--- src/rtl/spike_rate_encoder.sv ---
// spike_rate_encoder: rate-codes a latched pixel intensity into a spike train by comparing it against an LFSR each timestep
module spike_rate_encoder #(
  parameter int          DATA_WIDTH = 8,
  parameter int          NUM_STEPS  = 16,
  parameter logic [15:0] LFSR_SEED  = 16'hACE1
) (
  input  logic                           clk,
  input  logic                           rst,
  input  logic                           in_valid,
  output logic                           in_ready,
  input  logic [DATA_WIDTH-1:0]          intensity,
  input  logic                           tick,
  output logic                           spike_out,
  output logic [$clog2(NUM_STEPS+1)-1:0] spike_count,
  output logic                           done
);
  localparam int CW = $clog2(NUM_STEPS + 1);
  typedef enum logic {IDLE, RUN} state_t;
  state_t                state, state_n;
  logic [15:0]           lfsr;
  logic [DATA_WIDTH-1:0] lat;
  logic [CW-1:0]         step;
  logic                  accept, run_tick, last, spike;
  assign in_ready = state == IDLE;
  assign accept   = in_valid && in_ready;
  assign run_tick = tick && state == RUN;
  assign last     = step == CW'(NUM_STEPS - 1);
  assign spike    = &lat || lfsr[15 -: DATA_WIDTH] < lat;
  always_comb state_n = accept ? RUN : (run_tick && last) ? IDLE : state;
  always_ff @(posedge clk) state <= rst ? IDLE : state_n;
  always_ff @(posedge clk) begin
    if (rst) begin
      lfsr        <= LFSR_SEED;
      lat         <= '0;
      step        <= '0;
      spike_count <= '0;
      spike_out   <= 1'b0;
      done        <= 1'b0;
    end else begin
      if (tick) lfsr <= {1'b0, lfsr[15:1]} ^ (lfsr[0] ? 16'hB400 : 16'h0000);
      spike_out <= run_tick && spike;
      done      <= run_tick && last;
      if (accept) begin
        lat         <= intensity;
        step        <= '0;
        spike_count <= '0;
      end else if (run_tick) begin
        step <= step + CW'(1);
        if (spike && spike_count != CW'(NUM_STEPS)) spike_count <= spike_count + CW'(1);
      end
    end
  end
endmodule

--- config.mk ---
export PLATFORM = sky130hd
export DESIGN_NAME = spike_rate_encoder
export DESIGN_NICKNAME = d
export VERILOG_FILES = /design/src/rtl/spike_rate_encoder.sv
export SDC_FILE = /design/constraint.sdc
export NUM_CORES = 1
export LEC_CHECK = 0
export CELL_PAD_IN_SITES_DETAIL_PLACEMENT = 0
export CELL_PAD_IN_SITES_GLOBAL_PLACEMENT = 2
export CORE_ASPECT_RATIO = 2
export CORE_MARGIN = 2
export CORE_UTILIZATION = 36
export DETAILED_ROUTE_END_ITERATION = 12
export GPL_ROUTABILITY_DRIVEN = 0
export PLACE_DENSITY_LB_ADDON = 0.2
export SLEW_MARGIN = 20
export SYNTH_ARGS = -nofsm -noshare
export SYNTH_HDL_FRONTEND = slang
export SYNTH_SLANG_ARGS = --single-unit
--- constraint.sdc ---
create_clock -name clk -period 3.43 [get_ports clk]
set_input_delay 0.686 -clock clk [delete_from_list [all_inputs] [get_ports clk]]
set_output_delay 0.686 -clock clk [all_outputs]
set_load 0.1 [all_outputs]
### After elaboration in Yosys (flattened, before gate mapping)

Cells that the tools add are included.

| storage, ports and cells | value |
|---|---|
| flip-flop bits (word level) | 37 |
| latch bits | 0 |
| bits in writable memories | 0 |
| memory bits (read-only) | 0 |
| input bits | 12 |
| output and inout bits | 8 |
| word-level logic and storage cells | 27 |
| memories kept | 0 |

| cells by class | value |
|---|---|
| $add $sub $neg | 2 |
| $mul | 0 |
| divide/modulo/power cells | 0 |
| $lt $le $gt $ge | 1 |
| equality and inequality tests | 2 |
| shifts and indexed selects | 0 |
| muxes and demuxes | 3 |
| bitwise logic cells | 2 |
| reductions and logical operators | 10 |

Operators by type and width:

| cell | count |
|---|---|
| 16-bit 2-to-1 mux | 1 |
| 15-bit by 16-bit bitwise XOR with 16-bit output | 1 |
| 5-bit by 1-bit adder with 5-bit output (second input constant) | 2 |
| 8-bit less-than comparator | 1 |
| 8-bit AND reduction | 1 |
| 5-bit by 4-bit == test with 1-bit output (second input constant) | 1 |
| 1-bit logical AND | 5 |
| 5-bit != test (second input constant) | 1 |
| 1-bit 2-to-1 mux | 2 |
| 2-bit AND reduction | 1 |
| 2-bit nonzero test | 1 |
| 2-bit OR reduction | 1 |
| 1-bit logical OR | 1 |
| 1-bit inverter | 1 |

### Depth between registers and ports, before layout

Gate-level depths: netlist of run 1.

| depth | value |
|---|---|
| word-level depth | 4 |
| mapped depth | 7 |
| mapped depth without buffers | 7 |

### Worst setup path after synthesis of run 1

Ideal clock, no wire load.

| timing | value |
|---|---|
| path type | flip-flop to flip-flop |
| start point | register spike_count[0] |
| end point | register spike_count[0] |
| library setup time | 70 ps |
| data arrival time | 2082 ps |
| data required time | 3360 ps |
| path slack | 1278 ps |
| cell stages (with the launch flop) | 7 |
| cell sequence | dfxtp_1 > inv_1 > ha_1 > nor4bb_1 > o21bai_1 > or3_1 > a21oi_1 |

| between the ends | value |
|---|---|
| word-level cells in the longest chain between the ends | 3 |

Ends and longest elaborated chain:

| element | line | RTL |
|---|---|---|
| from (decl) | 14 | `output logic [$clog2(NUM_STEPS+1)-1:0] spike_count,` |
| from (signal assigned) | 49 | `if (spike && spike_count != CW'(NUM_STEPS)) spike_count <= spike_count + CW'(1);` |
| branches (longest 3 deep; another with 5-bit by 1-bit adder with 5-bit output) | n/a |  |

Parallel ways; which one is timed is not known.
A chain may end at the register's enable or synchronous reset.

### Final worst setup path of run 1

| timing | value |
|---|---|
| start point | register spike_count[4] |
| end point | output port spike_count[4] |

No word-level cell between the ends.

==> summary.txt, run 1 <==
Outcome
  – Outcome: completed

Timing
  – Final period util: 72.2%
  – Slew margin rel.: 34.4%
  – Total negative slack: 0 ps
  – RSZ-0062 raised after global routing: no
  – Worst Skew: 7.68 ps
  – Hold slack: 459 ps
  – Slew @ Worst Pin: 981 ps
  – Final worst slack: 953 ps
  – Max-slew violations: 0
  – Final setup violation count: 0
  – Final Hold Viols: 0
  – Fmax: 404 MHz
  – Min Tclk post-route: 2480 ps

Critical path
  – Reg-to-Reg Start: lat[6]
  – Crit. Startpoint: spike_count[4]
  – CP startpoint kind: register
  – Crit path largest cell delay: 1150 ps
  – Critical-path maximum fanout: 4
  – Worst Path Arrival: 1790 ps
  – Reg2Reg Depth: 7
  – Worst Path Buf+Inv: 1
  – Delay-heaviest family, CP: buffers and inverters
  – Worst path cell trace: clkdlybuf4s50_1
  – Critical Path Sink Type: primary output
  – Worst setup path category: register to primary output
  – R2R Setup Slk: 1180 ps
  – Critical R2R Capture: spike_count[2]
  – Slowest CP cell: clkdlybuf4s50_1
  – Critical Path RT: 2740 ps

Power
  – Reg power frac: 52.9%
  – Power Dens Cells: 442 nW/um^2
  – Leakage: 0.762 nW
  – Clk pwr share: 33.7%
  – Logic pwr share: 13.5%
  – Internal cell power: 0.664 mW
  – Sw Ratio: 24.8%
  – Total net switching power: 0.219 mW
  – Peak supply drop: 0.304 mV

Clock tree
  – CTS buffer count: 5
  – # Post-CTS Setup Buffers: 0
  – Clock Latency Late Sink: 280 ps
  – CTS clock-pin slew for the worst setup and hold paths: 70 ps
  – Hold_buf cts: 0
  – CTS tree: yes
  – Root buffer cell: clkbuf_8
  – Clk sinks: 37
  – Maximum clock insertion buffer count: 2
  – Resize count post-CTS: 0
  – H-tree depth: 2

Placed design
  – Port bufs: 19
  – Post-Place Setup Slack: 949 ps
  – HPWL Detailed: 2.66 mm
  – Placed cell count: 254

Worst hold path
  – Hold Path Stages: 1
  – Type of the worst min-delay path: register to register
  – Hold_sp: lfsr[7]
  – Min-Delay Endpoint: lfsr[6]

Yosys
  – Post-Syn Area: 1690 sq um
  – Sequential area share after synthesis: 43.9%
  – Top_reg_cell synth: dfxtp_1
  – Ys Warns: 0
  – Avg Synthesized Cell Area: 9.02 sq um
  – Syn Nets: 210
  – Gate Count Post-Synth: 187
  – Post-synth EDFFs: 0
  – Yosys reg bits: 37
  – Synth cell types: 33
  – Post-synth ARST share: 0%

Die
  – Die Ht: 101 um
  – Starting density of the core: 37.0%
  – Die area: 5280 sq um
  – Placement Rows: 35
  – Die X: 52.4 um
  – Ports: 20
  – Core ar.: 4550 sq um

Finish
  – Antenna diodes: 0
  – Layout cells sized above 1: 9.22%
  – Fin cells: 261
  – Area grow syn2layout: 18.5%
  – Total Nets Final: 229

Route
  – DRT Pass-1 Iters: 4
  – Routed WL per cell: 13.0 um
  – Initial DRC Count: 7
  – Detailed Route WL: 3.40 mm
  – Vias per cell: 5.03
  – Post-route ant nets: 0
  – Remaining DRCs: 0
  – Total number of vias: 1314

GRT
  – Met1 global-route usage: 14.0%
  – Grt ovf: 0
  – Top Usage Layer GRT: met2
  – All-Layer GR Usage: 14.7%
  – Met3 usage: 2.82%
  – Initial antenna violation count: 0
  – First-pass GRT wire length: 5.76 mm
  – Vias in the first global route: 1344
  – Largest net degree at the start of global routing: 27
  – M2 GR Usage: 27.0%

Job
  – Max Cap Viol: 0
-- cells in the mapped netlist, types with 2 or more instances --
library cell	number	area, sq um
xnor2_1	4	35.0
buf_1	4	15.0
buf_2	2	10.0
nand4_1	4	25.0
xor2_1	2	17.5
a211oi_1	3	22.5
or2_2	3	18.8
ha_1	11	138
inv_1	11	41.3
o2111ai_1	2	17.5
nor2b_1	7	43.8
mux2i_1	8	80.1
or3_1	3	18.8
clkbuf_1	3	11.3
nand2_1	23	86.3
nor2_1	20	75.1
a21oi_1	16	80.1
a211o_1	6	52.6
dfxtp_1	37	741
o21ai_0	5	25.0
-- power groups by stage --
| stage | logic [mW] | registers [mW] | clock network [mW] |
|---|---|---|---|
| finish | 0.119 | 0.467 | 0.297 |
| global route | 0.133 | 0.470 | 0.325 |
| CTS | 0.122 | 0.468 | 0.308 |
| detailed placement | 0.122 | 0.477 | 0 |
| global placement | 0.118 | 0.477 | 0 |
| floorplan | 0.0866 | 0.476 | 0 |
-- logic make-up after synthesis --
logic type / count (synthesis) / synth area share (%)
flip-flops: 37 / 43.9
buffers and inverters: 20 / 4.60
AO/OA/AOI/OAI: 38 / 16.2
XOR/XNOR: 6 / 3.12
adder cells (fa/ha/maj): 11 / 8.16
AND/OR/NAND/NOR: 67 / 19.2
multiplexers: 8 / 4.75
-- layout by cell type, fill, tap and decap left out, types with 4 or more instances in the layout --
master and n:
a211o_1 6, o21ai_0 5, nor2b_1 7, inv_1 11
ha_1 11, clkbuf_8 6, a21oi_1 16, nor2_1 20
dfxtp_1 37, buf_4 7, clkdlybuf4s50_1 14, xnor2_1 4
mux2i_1 8, nand4_1 4, nand2_1 23
-- per-stage QoR --
| step | area [sq um] | power (mW) | utilization, % |
|---|---|---|---|
| 2_1_floorplan | 1690 | 0.563 | - |
| 3_3_place_gp | 1910 | 0.595 | 42.0 |
| 3_5_place_dp | 1910 | 0.599 | 42.0 |
| 4_1_cts | 2000 | 0.898 | 43.9 |
| 5_1_grt | 2000 | 0.929 | 43.9 |
| 6_report | 2000 | 0.884 | 43.9 |
-- layout make-up --
type | count | area [sq um]
Tap cell | 55 | 68.8
Fill cell | 504 | 2560
Timing Repair Buffer | 21 | 193
Inverter | 11 | 41.3
Multi-Input combinational cell | 130 | 868
Clock buffer | 7 | 86.3
Sequential cell | 37 | 741
-- state kept, by name, indices dropped and copies added, names as in the netlist --
register     flops
lfsr            16
lat              8
spike_count      5
step             5
done             1
spike_out        1
state            1
-- worst max-delay path by stage --
| stage | to | cells after the start |
|---|---|---|
| detailed placement | spike_count[2] | 5 |
| CTS | spike_count[4] | 1 |
| finish | spike_count[4] | 1 |
| floorplan | spike_count[0] | 6 |
| global placement | spike_count[2] | 5 |
| global route | spike_count[4] | 1 |
-- metal layers --
layer	part of all wire, %	wire (um)
met5	0	0
met4	3.6	123
met3	2.2	74
met2	56	1910
met1	38	1300
No activity file was read; power rests on OpenSTA's default activity.
==> run 2, diff against run 1 <==
CORE_UTILIZATION = 30   (was 36)
clock period = 2.2 ns   (was 3.43 ns; I/O delays follow)
==> summary.txt, run 2 (synthesis gave the netlist of run 1 again) <==
Placed design
  – Area post-placement: 1940 sq um
  – Port bufs: 19
  – HPWL Detailed: 2.67 mm
  – Post-Place Setup Slack: 237 ps

Finish
  – Commonest non-fill, non-tap cell in the layout: dfxtp_1
  – Fill cells: 603
  – Total Nets Final: 233
  – Biggest regs: lfsr x16, lat x8
  – Antenna diodes: 0
  – Fin area: 2030 sq um
  – Top reg by flops: lfsr
  – Layout cells sized above 1: 12.4%
  – Area grow syn2layout: 20.2%
  – Fin util: 37.4%
  – Largest register FFs: 16
  – Commonest cells after routing, fill and taps aside: dfxtp_1, nand2_1, nor2_1

Power
  – Sw Ratio: 25.0%
  – Leakage: 0.788 nW
  – Power Dens Cells: 685 nW/um^2
  – Clk pwr share: 33.7%
  – Peak supply drop: 0.365 mV
  – Total net switching power: 0.347 mW
  – Logic pwr share: 13.9%
  – Pwr Total: 1.39 mW
  – Reg power frac: 52.4%
  – Internal cell power: 1.04 mW

Timing
  – Final worst slack: 278 ps
  – Total negative slack: 0 ps
  – Worst Skew: 1.41 ps
  – Final Hold Viols: 0
  – Min Tclk post-route: 1920 ps
  – RSZ-0062 raised after global routing: no
  – Max-slew violations: 0
  – Final period util: 87.4%
  – Fmax: 520 MHz
  – Final setup violation count: 0
  – Slew margin rel.: 74.3%
  – Slew @ Worst Pin: 384 ps

Outcome
  – Outcome: completed

Job
  – Max Cap Viol: 0

Critical path
  – CP startpoint kind: register
  – Worst setup path category: register to register
  – Critical-path maximum fanout: 4
  – Critical Path RT: 2410 ps
  – Worst Path Arrival: 2140 ps
  – Critical Path Sink Type: register

Clock tree
  – Resize count post-CTS: 0
  – Maximum clock insertion buffer count: 2
  – CTS buffer count: 5
  – CTS clock-pin slew for the worst setup and hold paths: 70 ps
  – Clock Latency Late Sink: 280 ps
  – Hold_buf cts: 0
  – # Post-CTS Setup Buffers: 0
  – Clk sinks: 37
  – CTS tree: yes
  – Root buffer cell: clkbuf_8
  – H-tree depth: 2

Die
  – Starting density of the core: 31.1%
  – Core ar.: 5420 sq um
  – Die area: 6270 sq um
  – Ports: 20
  – Placement Rows: 38
  – Die Ht: 110 um
  – Die X: 57.0 um

Route
  – Total number of vias: 1319
  – Vias per cell: 4.89
  – Post-route ant nets: 0
  – DRT Pass-1 Iters: 3
  – Initial DRC Count: 21
  – Detailed Route WL: 3.41 mm
  – Remaining DRCs: 0
  – Routed WL per cell: 12.6 um

GRT
  – Largest net degree at the start of global routing: 27
  – First-pass GRT wire length: 5.86 mm
  – Grt ovf: 0
  – All-Layer GR Usage: 12.2%
  – Initial antenna violation count: 0
  – Vias in the first global route: 1284

Worst hold path
  – Type of the worst min-delay path: register to register
[run 2: cell types whose count changed in the layout (fill, tap and decap cells not counted), sizes merged]
cell | before | now
buf | 7 | 14
clkdlybuf4s50 | 14 | 11
[run 2: stage by stage]
stage / hold WS (ps) / std cells
after global placement: 435 / 263
after floorplan: 431 / 187
after detailed placement: 448 / 263
final: 461 / 270
after CTS: 465 / 270
after global routing: 485 / 270
[run 2: area by class of cell]
type | instances | area (sq um) | area share [%]
sequential | 37 | 741 | 36.5
inverter | 11 | 41.3 | 2.04
tap | 60 | 75.1 | 3.70
multi-input combinational | 130 | 868 | 42.8
timing repair buffer | 25 | 215 | 10.6
clock buffer | 7 | 86.3 | 4.26
[run 2: power by group through the flow]
stage	combinational [mW]	clock (mW)	sequential, mW
CTS	0.198	0.492	0.730
finish	0.193	0.468	0.729
global route	0.218	0.520	0.734
floorplan	0.135	0	0.742
global placement	0.193	0	0.744
detailed placement	0.197	0	0.745
[run 2: worst paths after layout]
| path | from | to | slack [ps] | cells after the start |
|---|---|---|---|---|
| max | lat[6] | spike_count[3] | 280 | 8 |
| min | lfsr[7] | lfsr[6] | 460 | 1 |
| max reg2reg | lat[6] | spike_count[3] | 280 | 8 |
| min reg2reg | lfsr[7] | lfsr[6] | 460 | 1 |
[run 2: layer usage]
metal	vias to the layer above	GRT usage [%]	routed length (um)
met1	618	12.7	1320
li1	681	-	-
met4	0	5.98	75
met2	13	22.5	1930
met5	-	0	0
met3	7	2.57	81
[run 2: critical path: stages, from the launching register on]
cell and delay (ps):
dfxtp_1 350, inv_1 50, ha_1 310, a41o_1 250, a21oi_1 170, buf_4 160
o2111ai_1 110, or3_1 330, a21oi_1 140
==> run 3, diff against run 2 <==
SKIP_CTS_REPAIR_TIMING = 1   (was default)
==> results of run 3 <==
Final layout, timing and power as in run 2 (identical DEF).
